[config.mk]
export PLATFORM = sky130hd
export DESIGN_NAME = multicycle_controller
export DESIGN_NICKNAME = d
export VERILOG_FILES = /design/src/rtl/multicycle_controller.sv
export SDC_FILE = /design/constraint.sdc
export NUM_CORES = 1
export LEC_CHECK = 0
export CAP_MARGIN = 10
export CORE_MARGIN = 1
export CORE_UTILIZATION = 46
export CTS_CLUSTER_SIZE = 10
export DETAILED_ROUTE_END_ITERATION = 8
export PLACE_DENSITY = 0.9
export SLEW_MARGIN = 30
export SYNTH_ARGS = -nofsm -noshare
export SYNTH_HDL_FRONTEND = slang
export SYNTH_SLANG_ARGS = --single-unit
[constraint.sdc]
create_clock -name clk -period 4.4 [get_ports clk]
set_input_delay 0.88 -clock clk [delete_from_list [all_inputs] [get_ports clk]]
set_output_delay 0.88 -clock clk [all_outputs]
set_load 0.03 [all_outputs]
[src/rtl/multicycle_controller.sv]
// Multi-cycle control unit: fetch/decode/execute/memory/write-back sequencing, IR, C/Z flags, return-stack pointer.
// Optional build macro STACK_CHECK_EN: stack over/underflow traps to FAULT instead of wrapping.
module multicycle_controller #(
    parameter int unsigned INSTR_W     = 19,
    parameter int unsigned STACK_DEPTH = 8,
    localparam int unsigned SP_W       = $clog2(STACK_DEPTH) + 1
) (
    input  logic               clk,
    input  logic               reset,
    input  logic [INSTR_W-1:0] instr_in,
    input  logic               imem_ready,
    input  logic               dmem_ready,
    input  logic               alu_c,
    input  logic               alu_z,
    input  logic               sh_c,
    input  logic               sh_z,
    output logic [INSTR_W-1:0] ir,
    output logic               imem_req,
    output logic               dmem_req,
    output logic               mem_write,
    output logic               ir_load,
    output logic               pc_write,
    output logic               reg_write,
    output logic [1:0]         pc_mux,
    output logic [1:0]         reg_write_mux,
    output logic               alu_in_mux,
    output logic               reg_B_mux,
    output logic               alu_use_carry,
    output logic [2:0]         alu_op,
    output logic               push,
    output logic               pop,
    output logic               C,
    output logic               Z,
    output logic [SP_W-1:0]    sp,
    output logic               halted,
    output logic               fault
);

    typedef enum logic [2:0] {
        StFetch, StDecode, StExec, StMem, StWb, StHalt, StFault
    } state_e;

    state_e             r_state;
    logic [INSTR_W-1:0] r_ir;
    logic               r_c, r_z;
    logic [SP_W-1:0]    r_sp;

    logic [4:0]      w_op;
    logic            w_is_arith, w_is_shift, w_is_mem, w_is_br;
    logic            w_is_jmp, w_is_jsb, w_is_ret, w_is_halt;
    logic            w_br_take, w_stk_err;
    logic [SP_W-1:0] w_sp_inc, w_sp_dec;

    assign w_op       = r_ir[INSTR_W-1 -: 5];
    assign w_is_arith = ~w_op[4];
    assign w_is_shift = (w_op[4:2] == 3'b110);
    assign w_is_mem   = (w_op[4:2] == 3'b100);
    assign w_is_br    = (w_op[4:2] == 3'b101);
    assign w_is_jmp   = (w_op == 5'b11100);
    assign w_is_jsb   = (w_op == 5'b11101);
    assign w_is_ret   = (w_op == 5'b11110);
    assign w_is_halt  = (w_op == 5'b11111);
    assign w_br_take  = (w_op[1] ? r_c : r_z) ^ w_op[0];

    // Occupancy runs 0..STACK_DEPTH, so wrap is modulo STACK_DEPTH+1
    assign w_sp_inc = (r_sp == SP_W'(STACK_DEPTH)) ? '0 : r_sp + 1'b1;
    assign w_sp_dec = (r_sp == '0) ? SP_W'(STACK_DEPTH) : r_sp - 1'b1;

`ifdef STACK_CHECK_EN
    assign w_stk_err = (w_is_jsb && (r_sp == SP_W'(STACK_DEPTH))) || (w_is_ret && (r_sp == '0));
`else
    assign w_stk_err = 1'b0;
`endif

    always_ff @(posedge clk or negedge reset) begin
        if (!reset) begin
            r_state <= StFetch;
            r_ir    <= '0;
            r_c     <= 1'b0;
            r_z     <= 1'b0;
            r_sp    <= '0;
        end else begin
            unique case (r_state)
                StFetch: begin
                    if (imem_ready) begin
                        r_ir    <= instr_in;
                        r_state <= StDecode;
                    end
                end
                StDecode: r_state <= w_is_halt ? StHalt : StExec;
                StExec: begin
                    r_state <= StFetch;
                    if (w_is_arith) begin
                        r_c <= alu_c;
                        r_z <= alu_z;
                    end else if (w_is_shift) begin
                        r_c <= sh_c;
                        r_z <= sh_z;
                    end else if (w_is_mem) begin
                        r_state <= StMem;
                    end else if (w_stk_err) begin
                        r_state <= StFault;
                    end else if (w_is_jsb) begin
                        r_sp <= w_sp_inc;
                    end else if (w_is_ret) begin
                        r_sp <= w_sp_dec;
                    end
                end
                StMem: begin
                    if (dmem_ready) r_state <= w_op[0] ? StFetch : StWb;
                end
                StWb:    r_state <= StFetch;
                StHalt:  r_state <= StHalt;
                StFault: r_state <= StFault;
                default: r_state <= StFetch;
            endcase
        end
    end

    assign ir = r_ir;
    assign C  = r_c;
    assign Z  = r_z;
    assign sp = r_sp;

    // Strobes are gated by reset so the fetch request drops the moment reset asserts
    always_comb begin
        imem_req      = 1'b0;
        dmem_req      = 1'b0;
        mem_write     = 1'b0;
        ir_load       = 1'b0;
        pc_write      = 1'b0;
        reg_write     = 1'b0;
        pc_mux        = 2'b00;
        reg_write_mux = 2'b00;
        alu_in_mux    = 1'b0;
        reg_B_mux     = 1'b0;
        alu_use_carry = 1'b0;
        alu_op        = 3'b000;
        push          = 1'b0;
        pop           = 1'b0;
        halted        = 1'b0;
        fault         = 1'b0;
        if (reset) begin
            unique case (r_state)
                StFetch: begin
                    imem_req = 1'b1;
                    ir_load  = imem_ready;
                    pc_write = imem_ready;
                end
                StExec: begin
                    if (w_is_arith) begin
                        alu_op        = w_op[2:0];
                        alu_use_carry = w_op[0];
                        alu_in_mux    = w_op[3];
                        reg_write     = 1'b1;
                    end else if (w_is_shift) begin
                        reg_write_mux = 2'b01;
                        reg_write     = 1'b1;
                    end else if (w_is_mem) begin
                        alu_in_mux = 1'b1;
                        reg_B_mux  = 1'b1;
                    end else if (w_is_br) begin
                        pc_write = w_br_take;
                        pc_mux   = w_br_take ? 2'b01 : 2'b00;
                    end else if (w_is_jmp) begin
                        pc_write = 1'b1;
                        pc_mux   = 2'b10;
                    end else if (w_is_jsb && !w_stk_err) begin
                        push     = 1'b1;
                        pc_write = 1'b1;
                        pc_mux   = 2'b10;
                    end else if (w_is_ret && !w_stk_err) begin
                        pop      = 1'b1;
                        pc_write = 1'b1;
                        pc_mux   = 2'b11;
                    end
                end
                StMem: begin
                    dmem_req  = 1'b1;
                    mem_write = w_op[0];
                end
                StWb: begin
                    reg_write     = 1'b1;
                    reg_write_mux = 2'b10;
                end
                StHalt: halted = 1'b1;
`ifdef STACK_CHECK_EN
                StFault: fault = 1'b1;
`else
                StFault: fault = 1'b0;
`endif
                default: ;
            endcase
        end
    end

endmodule

==> key figures, run 1 <==
Status
  – Status: finished, final reports clean

Clock tree
  – H-tree depth: 1
  – CTS max path bufs: 2
  – Clock root buffer master: clkbuf_4
  – Count of hold buffers inserted by post-cts repair: 0
  – Cts repair resizes: 0
  – Total clock buffers created by CTS: 3
  – Clock tree from TritonCTS: built
  – Number of sinks handled by clock tree synthesis: 28
  – Clock insertion delay at the later pin of the skew report: around 320 ps
  – Setup Fix Bufs, Post-CTS: 0
  – Register clock-pin slew on the reported worst setup and hold paths: around 140 ps

Worst setup path
  – Kind of critical path: in2out
  – Worst Reg-to-Reg Cells: 4
  – Largest fanout on the critical path: 18
  – Capturing point of the worst reg2reg path: sp[0]
  – Data required time of the critical path: 3520 ps
  – CP arrival: 2750 ps
  – Crit path capture type: output pin
  – Source of the worst register-to-register timing path: ir[18]
  – R2R Setup Slk: roughly 2700 ps
  – CP Launch Type: primary input

Logic synthesis
  – Sequential fraction of the synthesis area: 0.417
  – Proportion of synthesized area in mux cells: 0.144
  – Simple-gate share of the synthesized area: 0.199
  – Biggest area contributors in the synthesized netlist: dfrtp_1, mux2_2, a21oi_1, mux2i_1, nand2_1
  – Synth Warn #: 0
  – Mean cell area of the mapped netlist: 9.88 µm²
  – Xor-xnor portion of the synthesized cell area: 0.0104
  – Area fraction of the dominant cell type after synthesis: 0.417
  – Number of synthesized register bits: 28
  – Post-synthesis cell type count: 44
  – Net Count, Synth: 199
  – Synth Area in Compound Gates: 0.150
  – Combinational family with the most area after synthesis: simple AND/OR/NAND/NOR gates
  – Adder-cell area share of the yosys netlist: 0.0149
  – Cell count after synthesis: 170
  – Cell area after synthesis: approximately 1700 µm²
  – Library cell with the largest summed area after synthesis: dfrtp_1

Timing
  – Setup TNS: 0 ps
  – Post-layout min period: 3630 ps
  – Fin crit share: 0.825
  – Final worst clock skew: 9.38 ps
  – Count of final max-slew check failures: 0
  – Highest achievable clock rate: 276 MHz
  – Setup repair after global routing missed its margin: no
  – Worst Tran Pin Value: 648 ps
  – Headroom to the max-slew limit: 0.568
  – Hold Violations, Final: 0
  – Setup violations, final: 0

Worst hold path
  – Number of instances on the worst hold path: 1
  – Hold Crit Endpoint: ir[5]
  – Hold path start: ir[5]
  – Classification of the worst-slack hold path: reg2reg

Global routing
  – Global Route Usage Sum: 0.213
  – Met3 capacity usage during global routing: 0.0365
  – Wire length of the first global-routing pass: between 6000 and 7000 µm
  – Vias in the first global route: 1,478
  – Maximum number of pins on one net before global-route repair: 20
  – Final global-route overflow total: 0
  – Initial antenna violation count: 0
  – Top Usage Layer GRT: met2
  – Fraction of met1 tracks used by global routing: 0.276
  – Met2 Track Usage GR: 0.363

Power and ir drop
  – Power Density: 744 nW/µm²
  – Static Leakage: 0.978 nW
  – Maximum vdd ir drop: 484 µV

Placed design
  – Placer Congestion: 0.850
  – Hpwl dp: 3070 µm
  – Count of buffers inserted at the top-level ports: 70

Floorplanning
  – IO Count: 72
  – Core area: 3420 µm²
  – Die boundary width: 62.4 µm
  – Height of the die: 62.4 µm
  – Initial Util: 0.492
  – FP Rows: 21
  – Die area: 3900 µm²

Route
  – Post-Route WL: 4030 µm
  – Detailed-router iteration count before antenna repair: 4
  – Remaining routing DRC violations: 0
  – Number of antenna-violating nets in the routed design: 0
  – Routed length per placed instance: 14.5 µm
  – DRT iter0 DRCs: 54
  – Vias per cell: ~5.6
  – Via count: 1,545

Flow run
  – Max_cap viols: 0

Cells and area
  – Finished Core Util: 0.692
  – Fraction of layout instances using a drive strength above 1: 0.198
  – Number of nets in the final layout: 263
  – Layout overhead on the synthesized area: 40.6%
  – Number of antenna repair diodes: 0
  – Fill cell instance count of the final layout: 268
-- cells in the mapped netlist, drive strengths merged --
| library cell | count |
|---|---|
| ha | 2 |
| nand2b | 3 |
| a22oi | 1 |
| a21o | 2 |
| o21a | 1 |
| nor3 | 7 |
| a221oi | 1 |
| nand2 | 13 |
| inv | 7 |
| nand3 | 6 |
| o31ai | 2 |
| mux2i | 5 |
| mux2 | 17 |
| and4 | 1 |
| xnor2 | 1 |
| or3 | 3 |
| o21ai | 9 |
| clkbuf | 3 |
| o2111ai | 2 |
| nor3b | 3 |
| o22ai | 1 |
| nand4 | 1 |
| dfrtp | 28 |
| and3 | 4 |
| a21oi | 10 |
| o221ai | 1 |
| nand4b | 1 |
| nor2b | 1 |
| conb | 1 |
| a211oi | 6 |
| nor2 | 14 |
| a311oi | 1 |
| xor2 | 1 |
| a31oi | 1 |
| buf | 10 |
-- sequential cells by signal (all words and copies together) (netlist names) --
name / cells
r_state: 3
sp: 4
C: 1
Z: 1
ir: 19
-- metal layers --
metal | part of all wire | vias to the layer above
li1 | - | 736
met1 | 0.42 | 738
met2 | 0.49 | 67
met3 | 0.076 | 4
met4 | 0.0089 | 0
met5 | 0 | -
-- critical path, stage by stage --
cell and delay, ps:
clkdlybuf4s50_1 480, buf_4 250, nand2_1 100, nor3_1 240, a21o_1 130, clkdlybuf4s50_1 660
-- cell families (layout without fill, tap and decap cells) --
family	after synthesis	count (layout)
and+or+nand+nor	57	57
AOI/OAI and AO/OA	38	38
DFF	28	28
muxes	22	22
buffers and inverters	20	82
adders and majority gates	2	2
xor gates and xnor gates	2	2
other	1	1
-- cell usage in the layout (no fill, tap or decap), types with 2 or more instances in the layout --
cell type        instances
o2111ai_1                2
nand2_1                 13
mux2_2                  17
clkdlybuf4s50_1         56
inv_1                    5
nand2b_1                 3
inv_2                    2
nor3b_1                  2
and3_1                   4
a211oi_1                 5
buf_4                   16
nor3_1                   7
mux2i_1                  5
nor2_1                  12
a21oi_1                 10
ha_1                     2
dfrtp_1                 28
clkbuf_4                 3
nor2_4                   2
a21o_1                   2
nand3_1                  4
o31ai_1                  2
o21ai_0                  9
or3_1                    3
-- cell type report --
| type | count | area, µm² | area share |
|---|---|---|---|
| timing repair buffer | 72 | 681 | 0.288 |
| clock buffer | 3 | 22.5 | 0.00953 |
| inverter | 7 | 26.3 | 0.0111 |
| sequential | 28 | 701 | 0.297 |
| multi-input combinational | 122 | 875 | 0.370 |
| tap | 46 | 57.6 | 0.0244 |
-- worst max-delay path by stage --
stage / to / startpoint / slack [ps] / depth (start not counted)
final: reg_write / reset / 770 / 6
after global routing: reg_write / reset / 620 / 6
after CTS: reg_write / reset / 770 / 6
after detailed placement: reg_write / reset / 820 / 6
after global placement: reg_write / reset / 850 / 6
after floorplan: pop / reset / 1430 / 4
-- per-stage QoR --
step                cells  power [mW]  hold slack (ps)  setup WS, ps  instance area (µm²)
floorplan             170        1.29              548          1430                 1680
global placement      275        1.64              486           850                 2340
detailed placement    275        1.66              495           817                 2340
CTS                   278        1.77              524           773                 2360
global route          278        1.87              546           617                 2360
finish                278        1.76              522           772                 2360
-- report_power, final --
group	leakage, nW	switching (mW)	total [mW]	internal [mW]
logic	0.626	0.608	1.09	0.481
clock network	0.0138	0.0687	0.101	0.0321
registers	0.338	0.185	0.568	0.383
total	0.978	0.862	1.76	0.896
No activity file was read; power rests on OpenSTA's default activity.
==> run 2: changes to the inputs <==
- CORE_UTILIZATION: 46 -> 42
- PLACE_DENSITY: 0.9 -> 0.84
- clock period: 4.4 -> 3.6 ns (I/O delays scaled with it)
==> run 2 against run 1 <==
Register-to-register slack worse by 790 ps. Non-clock buffer count is the same. Cell area grew 2.2%. Highest routed layer unchanged. Clock skew fell by 5.5 ps.
==> key figures, run 2 (synthesized netlist as in run 1, its figures left out) <==
Clock tree
  – Cts repair resizes: 0
  – Setup Fix Bufs, Post-CTS: 0
  – Count of hold buffers inserted by post-cts repair: 0
  – Clock root buffer master: clkbuf_8
  – Register clock-pin slew on the reported worst setup and hold paths: 100 ps
  – Number of sinks handled by clock tree synthesis: 28
  – H-tree depth: 1
  – CTS max path bufs: 2
  – Clock insertion delay at the later pin of the skew report: 270 ps
  – Clock tree from TritonCTS: built
  – Total clock buffers created by CTS: 3

Global routing
  – Final global-route overflow total: 0
  – Wire length of the first global-routing pass: roughly 6500 µm
  – Maximum number of pins on one net before global-route repair: 20
  – Initial antenna violation count: 0
  – Global Route Usage Sum: 0.197
  – Top Usage Layer GRT: met2
  – Met3 capacity usage during global routing: 0.0469
  – Met2 Track Usage GR: 0.345
  – Vias in the first global route: 1,455
  – Fraction of met1 tracks used by global routing: 0.239

Floorplanning
  – Height of the die: 65.3 µm
  – IO Count: a little over 70
  – Die boundary width: 65.3 µm
  – FP Rows: 22
  – Initial Util: 0.449
  – Core area: 3740 µm²
  – Die area: ~4300 µm²

Timing
  – Setup TNS: 0 ps
  – Count of final max-slew check failures: 0
  – Fin crit share: 0.832
  – Setup repair after global routing missed its margin: no
  – Hold Violations, Final: 0
  – Worst Hold Slack: 516 ps
  – Highest achievable clock rate: 334 MHz
  – Final worst clock skew: 3.92 ps
  – Post-layout min period: 3000 ps
  – Worst setup slack after layout: between 600 and 700 ps
  – Worst Tran Pin Value: 647 ps
  – Headroom to the max-slew limit: 0.569
  – Setup violations, final: 0

Worst setup path
  – Crit path capture type: output pin
  – Kind of critical path: in2out
  – CP arrival: 2280 ps
  – CP Launch Type: primary input
  – Largest fanout on the critical path: 6
  – Data required time of the critical path: 2880 ps

Route
  – Via count: 1,513
  – Routed length per placed instance: 14.2 µm
  – Remaining routing DRC violations: 0
  – Detailed-router iteration count before antenna repair: 4
  – Post-Route WL: ~4000 µm
  – DRT iter0 DRCs: 94
  – Number of antenna-violating nets in the routed design: 0
  – Vias per cell: 5.38

Cells and area
  – Commonest non-fill, non-tap cell in the layout: clkdlybuf4s50_1
  – Fraction of layout instances using a drive strength above 1: 0.223
  – Number of flip-flops in the largest register: 19
  – Layout overhead on the synthesized area: 43.6%
  – Commonest cells after routing, fill and taps aside: clkdlybuf4s50_1, dfrtp_1, buf_4, mux2_2, nand2_1
  – Fill cell instance count of the final layout: 333
  – Number of nets in the final layout: 263
  – Number of antenna repair diodes: 0
  – Post-route non-filler standard cell count: approximately 280

Placed design
  – Hpwl dp: between 3000 and 4000 µm
  – Placer Congestion: 0.814
  – Count of buffers inserted at the top-level ports: 70
  – Pre-CTS setup slack: 629 ps
  – Placed cell count: 277

Flow run
  – Max_cap viols: 0

Worst hold path
  – Classification of the worst-slack hold path: reg2reg

Power and ir drop
  – Maximum vdd ir drop: approximately 470 µV
  – Net Sw Power: roughly 1.1 mW
  – Static Leakage: a little over 1 nW
  – Combinational group share of total power: 0.582
  – Power Density: 944 nW/µm²
  – Switching share of total power: 0.469
  – Clk pwr share: 0.108
  – Register share of total power: 0.309
  – Int Pwr: approximately 1.2 mW
  – Overall power of the completed layout: 2.28 mW

Status
  – Status: finished, final reports clean
run 2: power groups by stage:
| stage | logic [mW] | registers [mW] | clock network (mW) |
|---|---|---|---|
| 2_1_floorplan | 0.731 | 0.851 | 0 |
| 3_3_place_gp | 1.31 | 0.699 | 0 |
| 3_5_place_dp | 1.33 | 0.708 | 0 |
| 4_1_cts | 1.33 | 0.702 | 0.253 |
| 5_1_grt | 1.42 | 0.732 | 0.266 |
| 6_report | 1.33 | 0.705 | 0.247 |
run 2: metrics by stage:
stage / area, µm² / utilization
2_1_floorplan: 1680 / -
6_report: 2410 / 0.645
3_3_place_gp: 2340 / 0.626
4_1_cts: 2410 / 0.645
3_5_place_dp: 2340 / 0.626
5_1_grt: 2410 / 0.645
run 2: cell type report:
cell class                 count  area (µm²)  share of cell area
sequential                    28         701               0.290
tap                           48        60.1              0.0249
clock inverter                 1        30.0              0.0124
inverter                       7        26.3              0.0109
clock buffer                   3        41.3              0.0171
multi-input combinational    122         875               0.362
timing repair buffer          72         681               0.282
run 2: path summary, 6_finish.rpt:
kind	start	end	slack, ps	cells after the start
setup / recovery	reset	pop	600	6
hold / removal	ir[10]	ir[10]	520	1
setup reg to reg	ir[18]	r_state[0]	1920	5
hold reg to reg	ir[10]	ir[10]	520	1
max in group asynchronous	reset	ir[2]	2560	2
min in group asynchronous	reset	sp[3]	850	2
run 2: layer usage:
metal / share of wire / vias to the layer above
li1: - / 734
met1: 0.42 / 711
met2: 0.49 / 64
met3: 0.083 / 4
met4: 0.011 / 0
met5: 0 / -
run 2: worst max-delay path, cell delays in order:
cell	delay, ps
clkdlybuf4s50_1	520
nand2_1	170
nor3b_2	300
nand2_1	140
nor3b_1	220
buf_4	190
